`config.mk`:
```
export PLATFORM = sky130hd
export DESIGN_NAME = div_result_bcd
export DESIGN_NICKNAME = d
export VERILOG_FILES = /design/src/rtl/div_result_bcd.sv
export SDC_FILE = /design/constraint.sdc
export NUM_CORES = 1
export LEC_CHECK = 0
export CORE_ASPECT_RATIO = 0.75
export CORE_MARGIN = 4
export CORE_UTILIZATION = 50
export CTS_CLUSTER_SIZE = 24
export DETAILED_ROUTE_END_ITERATION = 7
export PLACE_DENSITY = 0.74
export RECOVER_POWER = 25
export SETUP_SLACK_MARGIN = 0.02
export SLEW_MARGIN = 30
export SYNTH_ARGS = -nofsm -noshare
export SYNTH_HDL_FRONTEND = slang
export SYNTH_SLANG_ARGS = --single-unit
```
`constraint.sdc`:
```
create_clock -name clk -period 1.8 [get_ports clk]
set_input_delay 0.36 -clock clk [delete_from_list [all_inputs] [get_ports clk]]
set_output_delay 0.36 -clock clk [all_outputs]
set_load 0.05 [all_outputs]
```
`src/rtl/div_result_bcd.sv`:
```
// div_result_bcd: captures the 4-bit divider result and converts quotient and
// remainder into two-digit BCD with a fixed four-step double dabble. Digit
// outputs are registered and only change when a conversion finishes or on reset.
module div_result_bcd #(
    parameter logic [3:0] ERR_CODE = 4'hE
) (
    input  logic       clk,
    input  logic       rst,
    input  logic       start,
    input  logic [3:0] Q,
    input  logic [3:0] R,
    input  logic       ERR,
    output logic       busy,
    output logic       done,
    output logic [3:0] q_tens,
    output logic [3:0] q_ones,
    output logic [3:0] r_tens,
    output logic [3:0] r_ones,
    output logic       err_out
);

    typedef enum logic [1:0] {
        StIdle,
        StConv,
        StFinish
    } state_t;

    state_t     state;
    logic [1:0] cnt;

    // Binary operands being shifted out MSB-first into the BCD accumulators.
    logic [3:0] q_bin;
    logic [3:0] r_bin;
    logic [7:0] q_bcd;
    logic [7:0] r_bcd;
    logic       err_cap;

    // Result of one double-dabble step: {next bcd[7:0], next bin[3:0]}.
    logic [11:0] q_step;
    logic [11:0] r_step;

    // One iteration: correct any nibble >= 5, then shift the {bcd, bin} pair left.
    function automatic logic [11:0] dd_step(input logic [7:0] bcd, input logic [3:0] bin);
        logic [7:0] adj;
        adj = bcd;
        if (adj[3:0] >= 4'd5) begin
            adj[3:0] = adj[3:0] + 4'd3;
        end
        if (adj[7:4] >= 4'd5) begin
            adj[7:4] = adj[7:4] + 4'd3;
        end
        return {adj[6:0], bin, 1'b0};
    endfunction

    // Next iteration for both operands, computed in parallel.
    always_comb begin
        q_step = dd_step(q_bcd, q_bin);
        r_step = dd_step(r_bcd, r_bin);
    end

    // Control FSM, conversion datapath and registered outputs.
    always_ff @(posedge clk) begin
        if (rst) begin
            state   <= StIdle;
            cnt     <= 2'd0;
            q_bin   <= 4'h0;
            r_bin   <= 4'h0;
            q_bcd   <= 8'h00;
            r_bcd   <= 8'h00;
            err_cap <= 1'b0;
            busy    <= 1'b0;
            done    <= 1'b0;
            q_tens  <= 4'h0;
            q_ones  <= 4'h0;
            r_tens  <= 4'h0;
            r_ones  <= 4'h0;
            err_out <= 1'b0;
        end else begin
            done <= 1'b0;
            case (state)
                StIdle: begin
                    if (start) begin
                        q_bin   <= Q;
                        r_bin   <= R;
                        err_cap <= ERR;
                        q_bcd   <= 8'h00;
                        r_bcd   <= 8'h00;
                        cnt     <= 2'd0;
                        busy    <= 1'b1;
                        state   <= StConv;
                    end
                end
                StConv: begin
                    q_bcd <= q_step[11:4];
                    q_bin <= q_step[3:0];
                    r_bcd <= r_step[11:4];
                    r_bin <= r_step[3:0];
                    cnt   <= cnt + 2'd1;
                    // Third iteration done here; the fourth happens in StFinish.
                    if (cnt == 2'd2) begin
                        state <= StFinish;
                    end
                end
                StFinish: begin
                    q_bcd <= q_step[11:4];
                    q_bin <= q_step[3:0];
                    r_bcd <= r_step[11:4];
                    r_bin <= r_step[3:0];
                    cnt   <= cnt + 2'd1;
                    if (err_cap) begin
                        q_tens <= ERR_CODE;
                        q_ones <= ERR_CODE;
                        r_tens <= ERR_CODE;
                        r_ones <= ERR_CODE;
                    end else begin
                        q_tens <= q_step[11:8];
                        q_ones <= q_step[7:4];
                        r_tens <= r_step[11:8];
                        r_ones <= r_step[7:4];
                    end
                    err_out <= err_cap;
                    done    <= 1'b1;
                    busy    <= 1'b0;
                    state   <= StIdle;
                end
                default: begin
                    busy  <= 1'b0;
                    state <= StIdle;
                end
            endcase
        end
    end

endmodule

```
# After elaboration in Yosys (flattened, before gate mapping)
# Cells that the tools add are included.
# totals
rom_bits,0
wordCells,59
mem_bits_rw,0
mem_count,0
regBits,48
latchBits,0
# classes
n_eq_ne,5
shifts,0
muxes,23
order_cmp,4
n_div,0
bitwise,1
n_mul,0
n_reduce_logical,7
addsub,5
# ops
operator,n
2-to-1 mux 4 bit,8
one-hot mux 8 bit (2 select lines),2
greater-or-equal comparator 4 x 3 -> 1 bit (second input constant),4
one-hot mux 4 bit (2 select lines),2
adder 4 x 2 -> 4 bit (second input constant),2
2-to-1 mux 8 bit,1
one-hot mux 2 bit (2 select lines),2
AND reduction 2 bit,4
adder 3 x 2 -> 3 bit (second input constant),2
2-to-1 mux 2 bit,3
2-to-1 mux 3 bit,2
== test 2 bit (second input constant),2
inequality test 2 bit (second input constant),2
adder 2 x 1 -> 2 bit (second input constant),1
== test 2 x 1 -> 1 bit (second input constant),1
logical NOT 2 bit,1
2-to-1 mux 1 bit,2
one-hot mux 1 bit (2 select lines),1
nonzero test 2 bit,1
OR reduction 2 bit,1
NOT 1 bit,1

# Depth between registers and ports, before layout
# Gate-level depths: netlist of run 1.
# logic_depth
ltp_word,4
ltp_mapped,7
ltp_nobuf,6

# Least setup slack after synthesis of run 1
# OpenSTA, ideal clock, no wires.
# synth_path
kind,reg-to-reg
startpoint,register state[0]
endpoint,register q_bcd[6]
required_ns,1.740
stages_incl_launch_ff,7
slack_ns,0.370
arrival_time_ns,1.371
cell_sequence,dfxtp_1 > inv_1 > ha_1 > buf_2 > nand2_1 > nor2_2 > a22o_1
# synth_between
elab_chain_len,4
elab_cells_between_ends,8
# synth_rtl
element,line,rtl
from (decl),28,state_t state;
from (signal assigned),64,state <= StIdle;
from (signal assigned),90,state <= StConv;
from (signal assigned),101,state <= StFinish;
== test 2 bit or == test 2 x 1 -> 1 bit (tied branches),80,case (state)
OR reduction 2 bit (no line),n/a,
nonzero test 2 bit (no line),n/a,
AND reduction 2 bit (no line),n/a,
to (signal assigned),94,q_bcd <= q_step[11:4];
to (signal assigned),105,q_bcd <= q_step[11:4];
to (decl),34,logic [7:0] q_bcd;
# Parallel ways exist; a longest one is shown, timed or not.
# A chain may end at the register's enable or synchronous reset.

# Worst setup path in the final report of run 1
# layout_path
startpoint,register state[0]
endpoint,register cnt[0]
# layout_between
elab_chain_len,4
elab_cells_between_ends,8
# layout_rtl
element,line,rtl
== test 2 bit or == test 2 x 1 -> 1 bit (tied branches),80,
OR reduction 2 bit (no line),n/a,
nonzero test 2 bit (no line),n/a,
AND reduction 2 bit (no line),n/a,
to (signal assigned),98,cnt <= cnt + 2'd1;
to (signal assigned),109,cnt <= cnt + 2'd1;
to (decl),29,logic [1:0] cnt;
# Parallel ways exist; a longest one is shown, timed or not.

==> metrics.csv, run 1 <==
stage,metric,value,unit
global_routing,first-pass GRT wire length,7638,um
worst_setup_path,Worst Setup Path Type,reg2reg,
detailed_routing,DR pass1 iterations,4,
sta,Fin Setup TNS,0,ns
logic_synthesis,ranking of synthesized cells by area,"dfxtp_1, ha_1, mux2i_1, o221a_2, nor2_1",
cts,CTS max path bufs,2,
min_path,HP Start,cnt[0],
floorplanning,Die Y,65.13,um
global_routing,GRT Total Usage,17.46,%
detailed_routing,Iteration-0 DRC Markers,86,
logic_synthesis,Synth Instances,226,
sta,FMAX,597.4,MHz
sta,worst slew pin tran,0.6061,ns
worst_setup_path,CP Data Required Time,2.03,ns
pwr,PnR Total Power,1987,uW
logic_synthesis,Synth Cell Area,0.002176,sq mm
cts,CTS Buf Count,5,
detailed_routing,Via Count,1702,
cells_and_area,number of fill cells,368,
logic_synthesis,Syn. warnings,0,
global_routing,number of global-route vias before repair,1593,
sta,Final Hold Viols,0,
logic_synthesis,Yosys top cell area share,44.16,%
detailed_routing,remaining antenna violation count after routing,0,
cells_and_area,antenna cells,0,
worst_setup_path,"slowest stage cell, crit path",a21boi_2,
worst_setup_path,crit path cell chain,inv_1 -> ha_1 -> buf_4 -> a21boi_2 -> nand2_1 -> a21oi_1,
cts,Post-CTS Hold Buffers,0,
place,HPWL Detailed,3288,um
worst_setup_path,Critical Path Max Stage Delay,0.37,ns
pwr,P_leak,0.0009836,uW
logic_synthesis,synthesized area per cell,9.628,sq um
cts,Sink Count,48,
place,routability cong.,0.8072,
logic_synthesis,#FFs+latches synth,48,
detailed_routing,routed vias/inst,5.369,
sta,worst rel slew slack,59.76,%
logic_synthesis,syn_nets,250,
cells_and_area,multi-input logic area,0.001089,sq mm
cts,htree depth,2,
min_path,WHS Path Cells,2,
min_path,Hold Path End,cnt[0],
worst_setup_path,reg-to-reg endpoint,cnt[0],
flow_run,Max-cap violations,0,
pwr,Peak VDD IR,462.6,uV
floorplanning,die area,0.005482,sq mm
sta,"Slew Viols, Final",0,
logic_synthesis,"area leader, netlist",dfxtp_1,
worst_setup_path,startpoint types,flip-flop,
sta,minimum clock period,1.674,ns
global_routing,antenna violations before repair,0,
floorplanning,Ports,31,
run_status,status,"complete, no violations",
logic_synthesis,sequential share of the synthesized area,44.16,%
pwr,P per Cell Area,779.6,mW/mm^2
cells_and_area,fin nets,286,
cells_and_area,Syn-to-layout area delta,17.14,%
sta,RSZ-0062 raised after global routing,false,
cts,clk slew on worst S/H paths,0.08,ns
worst_setup_path,reg2reg setup slack,0.13,ns
sta,final worst path period share,93.00,%
global_routing,largest net degree at the start of global routing,23,
detailed_routing,average wire per standard cell,14.21,um
sta,Final setup viols,0,
detailed_routing,WL final,4506,um
floorplanning,Core ar.,0.004129,sq mm
global_routing,gr ovfl total,0,
min_path,hold crit path type,reg2reg,
detailed_routing,final routed DRC violation total,0,
place,IO buf count,30,
cts,CTS tree,done,
cells_and_area,FF+latch area,960.9,sq um
floorplanning,num rows,20,
cts,"Clk Latency, worst-skew pair",0.30,ns
worst_setup_path,"Arr. time, crit path",1.90,ns
worst_setup_path,R2R cell count,6,
worst_setup_path,maximum fanout along the worst path,9,
sta,Setup Skew,0.009397,ns
cells_and_area,share of cells above drive strength 1,14.50,%
cts,Root Buffer,clkbuf_8,
worst_setup_path,critical path capture point type,flip-flop,
worst_setup_path,R2R Path Start,state[0],
floorplanning,die width,84.17,um
logic_synthesis,library cells used by synthesis,35,
floorplanning,Initial Utilization,52.70,%
-- cells in the final DEF (no fill, tap or decap), types with 2 or more instances in the layout --
master,Yosys,routed
o221a_2,8,8
nand3b_1,2,2
clkdlybuf4s50_1,0,11
o21ai_0,6,6
dfxtp_1,48,48
mux2i_1,11,11
clkbuf_8,0,5
ha_1,12,12
a211oi_2,4,4
o22ai_1,4,4
o32ai_1,2,2
a22oi_1,6,6
nand2b_1,12,12
xnor2_1,4,4
buf_4,0,11
a21oi_1,15,15
a31oi_1,2,2
clkbuf_1,4,16
nor2_2,2,2
a22o_1,8,8
nand2_1,10,10
o2bb2ai_1,2,2
inv_1,15,15
nor2_1,22,22
nor3b_1,2,2
nor2b_1,4,4
a211oi_1,5,5
-- repair_timing --
item                                    in CTS  in global routing
setup buffers                                0                  0
resized for setup                            0                  1
endpoints found under the setup margin       0                  1
-- cells by family after synthesis --
kind of cell	synth area share (%)
compound gates	22.94
xor+xnor	1.610
fa+ha+maj	6.900
buf+inv	5.807
flops	44.16
mux	5.061
simple gates	13.51
-- power breakdown --
group | internal [uW] | switching [uW] | leakage (uW)
clock | 263 | 352 | 0.0000400
combinational | 112 | 146 | 0.000555
sequential | 1090 | 21.6 | 0.000389
-- layer usage --
metal / part of all wire [%] / routed length (um) / global-route usage, % / vias up
li1: - / - / - / 869
met3: 5.2 / 235 / 4.261 / 7
met1: 50 / 2274 / 24.86 / 798
met2: 43 / 1936 / 25.79 / 28
met4: 1.3 / 59 / 6.024 / 0
met5: 0 / 0 / 0 / -
-- sequential cells by signal (all words and copies together) (netlist names) --
| register | count |
|---|---|
| cnt | 2 |
| done | 1 |
| q_bin | 4 |
| q_bcd | 8 |
| busy | 1 |
| err_out | 1 |
| err_cap | 1 |
| state | 2 |
| r_tens | 4 |
| q_ones | 4 |
| r_ones | 4 |
| r_bin | 4 |
| q_tens | 4 |
| r_bcd | 8 |
-- critical path, delay by kind of cell, from the launching register on --
kind,cells,cell delay (ns)
AO/OA/AOI/OAI,2,0.52
buffers and inverters,2,0.28
adder cells (fa/ha/maj),1,0.34
flip-flops,1,0.36
AND/OR/NAND/NOR,1,0.11
-- per-stage QoR --
step / std cells / instance area (sq um) / setup slack [ns] / hold WS (ns) / util, %
2_1_floorplan: 226 / 2176 / 0.3697 / 0.4319 / -
3_3_place_gp: 310 / 2525 / 0.09671 / 0.4369 / 61.15
3_5_place_dp: 310 / 2525 / 0.04218 / 0.4645 / 61.15
4_1_cts: 317 / 2606 / 0.02614 / 0.4894 / 63.12
5_1_grt: 317 / 2549 / 0.02388 / 0.4965 / 61.73
6_report: 317 / 2549 / 0.1260 / 0.4877 / 61.73
-- Yosys cell counts --
cell        n
inv_1      15
mux2i_1    11
nand2b_1   12
ha_1       12
o21ai_0     6
o21ai_2     1
o22ai_1     4
buf_2       5
a211oi_1    5
nor2_2      2
nand3b_1    2
dfxtp_1    48
a21boi_2    1
a31oi_1     2
nand2_2     1
a21oi_1    15
a2bb2oi_1   1
a22o_1      8
xnor2_1     4
o2bb2ai_1   2
nand3_1     1
nand2_1    10
inv_2       1
nor2b_1     4
o32ai_1     2
nand2b_4    1
nor3b_1     2
and2_1      1
clkbuf_1    4
a211oi_2    4
buf_6       2
a22oi_1     6
o221a_2     8
nor2_1     22
clkinv_1    1
-- worst max-delay path by stage --
stage | startpoint | endpoint | slack [ns] | cells past startpoint
after floorplan | state[0] | q_bcd[6] | 0.37 | 6
after global placement | start | r_bcd[4] | 0.1 | 5
after detailed placement | start | cnt[0] | 0.04 | 5
after CTS | done | done | 0.03 | 1
after global routing | state[0] | cnt[0] | 0.02 | 6
final | state[0] | cnt[0] | 0.13 | 6
-- final cells by class --
cell class	instances	share of cell area, %
multi-input cells	150	42.71
inverters	17	2.504
well taps	55	2.700
clock inverters	2	0.4909
flip-flops and latches	48	37.70
clock buffers	5	2.700
repair buffers	40	11.19
No activity file was read; power rests on OpenSTA's default activity.
==> inputs of run 2 (changes only) <==
CORE_UTILIZATION = 48   (was 50)
GPL_ROUTABILITY_DRIVEN = 0   (was unset)
clock period = 1.3 ns   (was 1.8 ns; I/O delays follow)
==> run 2 against run 1 <==
- the flow now finishes with violations (setup timing)
- first-iteration DRC count is 110% higher
- critical path depth is the same
- worst hold slack worse by 0.0024 ns
- non-clock buffer count is 39 higher
- critical path type unchanged
- largest power group unchanged
==> metrics.csv, run 2 (same netlist as run 1, synthesis figures left out) <==
stage,metric,value,unit
run_status,status,"finished, violations left",
run_status,failing checks,setup timing,
cells_and_area,FF+latch area,975.9,sq um
worst_setup_path,Levels on crit path,6,
sta,worst slew pin tran,0.3467,ns
detailed_routing,final routed DRC violation total,0,
cells_and_area,fin nets,326,
cells_and_area,share of cells above drive strength 1,56.11,%
worst_setup_path,"slowest stage cell, crit path",dfxtp_2,
cts,clk slew on worst S/H paths,0.09,ns
worst_setup_path,crit path cell chain,inv_4 -> ha_4 -> nand2b_4 -> a21oi_4 -> mux2i_2 -> o221a_2,
worst_setup_path,crit path to,q_ones[2],
detailed_routing,WL final,7583,um
cells_and_area,Syn-to-layout area delta,69.75,%
cells_and_area,antenna cells,0,
pwr,sequential share of power,49.1,%
global_routing,first-pass GRT wire length,9735,um
worst_setup_path,reg-to-reg endpoint,q_ones[2],
worst_setup_path,critical path capture point type,flip-flop,
worst_setup_path,startpoint types,flip-flop,
sta,Setup Skew,0.01035,ns
global_routing,number of global-route vias before repair,2026,
detailed_routing,DR pass1 iterations,5,
flow_run,Max-cap violations,0,
place,post-place setup slack,-0.3073,ns
pwr,Gate power share,21.5,%
worst_setup_path,"Arr. time, crit path",1.78,ns
sta,"Slew Viols, Final",0,
cells_and_area,multi-input logic area,0.001543,sq mm
sta,worst setup margin,-0.2314,ns
place,IO buf count,30,
cells_and_area,"commonest non-fill, non-tap cell in the layout",dfxtp_1,
sta,worst rel slew slack,76.72,%
detailed_routing,remaining antenna violation count after routing,0,
global_routing,largest net degree at the start of global routing,20,
worst_setup_path,reg2reg setup slack,-0.23,ns
pwr,Peak VDD IR,789.7,uV
pwr,Sw Pwr,882.7,uW
sta,minimum clock period,1.531,ns
cts,"Clk Latency, worst-skew pair",0.30,ns
worst_setup_path,Critical Path Max Stage Delay,0.37,ns
worst_setup_path,R2R cell count,6,
pwr,Clock Power Share,29.4,%
pwr,Int Power,2294,uW
detailed_routing,Via Count,2169,
cts,htree depth,2,
pwr,P_leak,0.001381,uW
floorplanning,die area,0.005685,sq mm
floorplanning,Core ar.,0.004204,sq mm
place,HPWL Detailed,3854,um
floorplanning,Initial Utilization,51.76,%
floorplanning,Ports,31,
min_path,hold crit path type,reg2reg,
cells_and_area,Largest regs,"q_bcd: 8 flops, r_bcd: 8 flops",
worst_setup_path,Top delay family on crit path,compound AO/OA/AOI/OAI gates,
cells_and_area,Final Non-Filler Cells,358,
floorplanning,num rows,20,
cts,Sink Count,48,
pwr,switching share of power,27.79,%
pwr,PnR Total Power,3177,uW
pwr,P per Cell Area,860.1,mW/mm^2
worst_setup_path,maximum fanout along the worst path,3,
worst_setup_path,Worst Setup Path Type,reg2reg,
floorplanning,Die Y,66.31,um
sta,Final Hold Viols,0,
sta,Final setup viols,37,
cells_and_area,number of fill cells,169,
cts,CTS tree,done,
sta,RSZ-0062 raised after global routing,true,
worst_setup_path,Critical Path Source,q_bcd[1],
sta,Final Hold Slack,0.4853,ns
cells_and_area,"commonest cells after routing, fill and taps aside","dfxtp_1, buf_4, buf_12",
cts,CTS Buf Count,5,
cells_and_area,Finished Cell Area,0.003694,sq mm
global_routing,GRT Total Usage,22.12,%
detailed_routing,Iteration-0 DRC Markers,184,
sta,FMAX,653.0,MHz
global_routing,antenna violations before repair,0,
worst_setup_path,R2R Path Start,q_bcd[1],
worst_setup_path,CP Data Required Time,1.55,ns
detailed_routing,average wire per standard cell,21.18,um
cts,CTS max path bufs,2,
place,Post-DP Area,0.003083,sq mm
place,placed cell count,331,
worst_setup_path,CP bufs+invs,1,
global_routing,gr ovfl total,0,
floorplanning,die width,85.75,um
cts,Root Buffer,clkbuf_8,
detailed_routing,routed vias/inst,6.059,
sta,final worst path period share,117.8,%
-- run 2: cell count changes in the layout (fill, tap and decap cells not counted), moves of 10 or more --
| cell | before | now |
|---|---|---|
| buf_4 | 11 | 36 |
| buf_12 | 1 | 22 |
| ha_4 | 0 | 11 |
| ha_1 | 12 | 1 |
| clkbuf_1 | 16 | 2 |
| dfxtp_1 | 48 | 38 |
-- run 2: what timing repair did --
action                     CTS  global route
cloned                       1             0
hold endpoints to repair     0             0
pin swaps                   17            17
buffers inserted             7            11
hold buffers                 0             0
resized for setup           48            39
setup endpoints to repair   42            42
-- run 2: how the worst min path moves through the flow --
stage | start | end | cells past startpoint
floorplan | ERR | err_cap | 2
global placement | cnt[0] | cnt[0] | 2
detailed placement | cnt[0] | cnt[0] | 2
CTS | cnt[0] | cnt[0] | 2
global route | cnt[0] | cnt[0] | 2
finish | cnt[0] | cnt[0] | 2
-- run 2: layout make-up --
| type | instances | area share [%] |
|---|---|---|
| multi-input cells | 151 | 41.77 |
| flip-flops and latches | 48 | 26.42 |
| repair buffers | 79 | 25.37 |
| clock buffers | 8 | 2.439 |
| inverters | 17 | 2.134 |
| well taps | 55 | 1.863 |
-- run 2: worst min-delay path, stage by stage (launching register included) --
cell	delay, ns
dfxtp_1	0.33
nand2_1	0.07
a21oi_2	0.05
-- run 2: metrics by stage --
step / util (%) / TNS, ns
after global placement: 73.33 / -5.867
final: 87.86 / -4.568
after global routing: 87.86 / -6.364
after detailed placement: 73.33 / -7.190
after floorplan: - / 0
after CTS: 80.86 / -1.653
-- run 2: power by group through the flow --
| stage | logic [uW] | clock network [uW] | registers [uW] |
|---|---|---|---|
| 2_1_floorplan | 300 | 0 | 1600 |
| 3_3_place_gp | 495 | 0 | 1590 |
| 3_5_place_dp | 511 | 0 | 1590 |
| 4_1_cts | 594 | 901 | 1560 |
| 5_1_grt | 723 | 988 | 1560 |
| 6_report | 684 | 933 | 1560 |
-- run 2: per-layer routing --
layer  wire (um)  up-vias  track usage (%)
met3         562       35            4.857
met2        3719      127            37.98
met4         249        0            8.696
met1        3051     1054            27.05
li1            -      953                -
met5           0        -                0
==> inputs of run 3 (changes only) <==
CORE_UTILIZATION = 35   (was 48)
PLACE_DENSITY = unset   (was 0.74)
==> run 3 against run 2 <==
- sequential power about the same
- combinational power decreased by 4.4%
- the flow still finishes with violations (setup timing)
- cell area is 1.2% lower
- cell count rose by 3.9%
- worst hold slack better by 0.0069 ns
==> metrics.csv, run 3 (same netlist as run 1, synthesis figures left out) <==
stage,metric,value,unit
cells_and_area,share of cells above drive strength 1,57.48,%
cts,"Clk Latency, worst-skew pair",0.31,ns
pwr,Int Power,2528,uW
global_routing,GRT Total Usage,15.70,%
worst_setup_path,Top delay family on crit path,compound AO/OA/AOI/OAI gates,
floorplanning,Core ar.,0.005916,sq mm
place,IO buf count,30,
sta,worst rel slew slack,77.08,%
flow_run,Max-cap violations,0,
place,post-place setup slack,-0.3156,ns
pwr,switching share of power,25.51,%
cts,clk slew on worst S/H paths,0.09,ns
min_path,hold crit path type,reg2reg,
sta,RSZ-0062 raised after global routing,true,
pwr,Clock Power Share,34.7,%
cells_and_area,Largest regs,"q_bcd: 8 flops, r_bcd: 8 flops",
cells_and_area,"commonest cells after routing, fill and taps aside","dfxtp_1, buf_4, buf_12",
global_routing,number of global-route vias before repair,1956,
pwr,sequential share of power,46.0,%
global_routing,gr ovfl total,0,
sta,final worst path period share,111.0,%
sta,worst slew pin tran,0.3430,ns
global_routing,antenna violations before repair,0,
sta,Setup Skew,0.007808,ns
cts,Post-CTS Hold Buffers,0,
run_status,status,"finished, violations left",
worst_setup_path,maximum fanout along the worst path,3,
floorplanning,Ports,31,
cts,CTS max path bufs,2,
worst_setup_path,"Arr. time, crit path",1.70,ns
worst_setup_path,crit path cell chain,inv_4 -> ha_4 -> nand2b_4 -> a21oi_4 -> mux2i_2 -> o221a_2,
floorplanning,Die Y,76.28,um
pwr,P per Cell Area,929.6,mW/mm^2
cts,CTS tree,done,
worst_setup_path,startpoint types,flip-flop,
sta,Final Hold Slack,0.4921,ns
floorplanning,die area,0.007555,sq mm
floorplanning,Initial Utilization,36.78,%
sta,worst setup margin,-0.1432,ns
worst_setup_path,CP Data Required Time,1.56,ns
pwr,Gate power share,19.3,%
detailed_routing,average wire per standard cell,16.65,um
detailed_routing,Iteration-0 DRC Markers,62,
cells_and_area,Syn-to-layout area delta,67.74,%
cts,htree depth,2,
detailed_routing,remaining antenna violation count after routing,0,
floorplanning,die width,99.05,um
pwr,Peak VDD IR,424.9,uV
pwr,P_leak,0.001374,uW
cts,Sink Count,48,
detailed_routing,final routed DRC violation total,0,
worst_setup_path,"slowest stage cell, crit path",dfxtp_2,
place,HPWL Detailed,3589,um
sta,FMAX,692.9,MHz
sta,minimum clock period,1.443,ns
worst_setup_path,critical path capture point type,flip-flop,
detailed_routing,WL final,6192,um
cts,Root Buffer,clkbuf_8,
worst_setup_path,Critical Path Max Stage Delay,0.38,ns
cells_and_area,fin nets,317,
detailed_routing,routed vias/inst,5.180,
detailed_routing,DR pass1 iterations,4,
cts,CTS Buf Count,5,
sta,Final Hold Viols,0,
floorplanning,num rows,24,
global_routing,largest net degree at the start of global routing,16,
global_routing,first-pass GRT wire length,9542,um
run_status,failing checks,setup timing,
sta,Final setup viols,40,
worst_setup_path,CP bufs+invs,1,
detailed_routing,Via Count,1927,
sta,"Slew Viols, Final",0,
cells_and_area,antenna cells,0,
worst_setup_path,Worst Setup Path Type,reg2reg,
pwr,Sw Pwr,865.4,uW
cells_and_area,"commonest non-fill, non-tap cell in the layout",dfxtp_1,
run 3: changes by cell type in the layout (fill, tap and decap cells not counted), sizes merged:
| cell | before | now |
|---|---|---|
| bufinv | 0 | 1 |
| buf | 68 | 54 |
| dlygate4sd3 | 0 | 1 |
| clkbuf | 8 | 12 |
| clkdlybuf4s50 | 11 | 10 |
run 3: final cells by class:
type	instances	area, sq um
Fill cell	446	2266
Multi-Input combinational cell	151	1544
Sequential cell	48	973.4
Timing Repair Buffer	70	834.6
Tap cell	78	97.59
Clock buffer	7	96.34
Inverter	17	73.82
Clock inverter	1	30.03
run 3: worst reg2reg max path, cell delays in order (launching register included):
cell      delay [ns]
dfxtp_2         0.38
inv_4           0.06
ha_4            0.15
nand2b_4        0.14
a21oi_4         0.18
mux2i_2         0.28
o221a_2         0.22
run 3: metrics by stage:
step | instance area, sq um | cells | power [uW] | util (%) | TNS (ns)
5_1_grt | 3650 | 372 | 3527 | 61.70 | -5.052
4_1_cts | 3498 | 370 | 3338 | 59.14 | -0.9938
2_1_floorplan | 2325 | 226 | 1895 | - | 0
6_report | 3650 | 372 | 3393 | 61.70 | -2.192
3_5_place_dp | 3084 | 352 | 2074 | 52.14 | -6.940
3_3_place_gp | 3084 | 352 | 2066 | 52.14 | -5.728
run 3: path summary, 6_finish.rpt:
check           start   endpoint  slack (ns)  cells past startpoint
max reg2reg  q_bcd[1]  q_ones[2]       -0.14                      6
min reg2reg  r_bcd[5]   r_bcd[5]        0.49                      1
min          r_bcd[5]   r_bcd[5]        0.49                      1
max          q_bcd[1]  q_ones[2]       -0.14                      6
run 3: power groups by stage:
stage | registers, uW | clock network (uW) | logic [uW]
finish | 1560 | 1180 | 654
global route | 1570 | 1260 | 701
CTS | 1560 | 1200 | 585
detailed placement | 1590 | 0 | 488
global placement | 1590 | 0 | 480
floorplan | 1600 | 0 | 300
run 3: what timing repair did:
item,in CTS,in global routing
pin swaps,19,19
gates cloned,3,0
buffers inserted,9,5
resized for setup,46,50
setup endpoints to repair,40,43
run 3: metal layers:
| layer | GRT usage [%] | up-vias | wire (um) | part of all wire (%) |
|---|---|---|---|---|
| li1 | - | 944 | - | - |
| met2 | 25.13 | 39 | 3050 | 49 |
| met1 | 20.27 | 930 | 2765 | 45 |
| met3 | 3.202 | 14 | 219 | 3.5 |
| met5 | 0 | - | 0 | 0 |
| met4 | 7.094 | 0 | 156 | 2.5 |
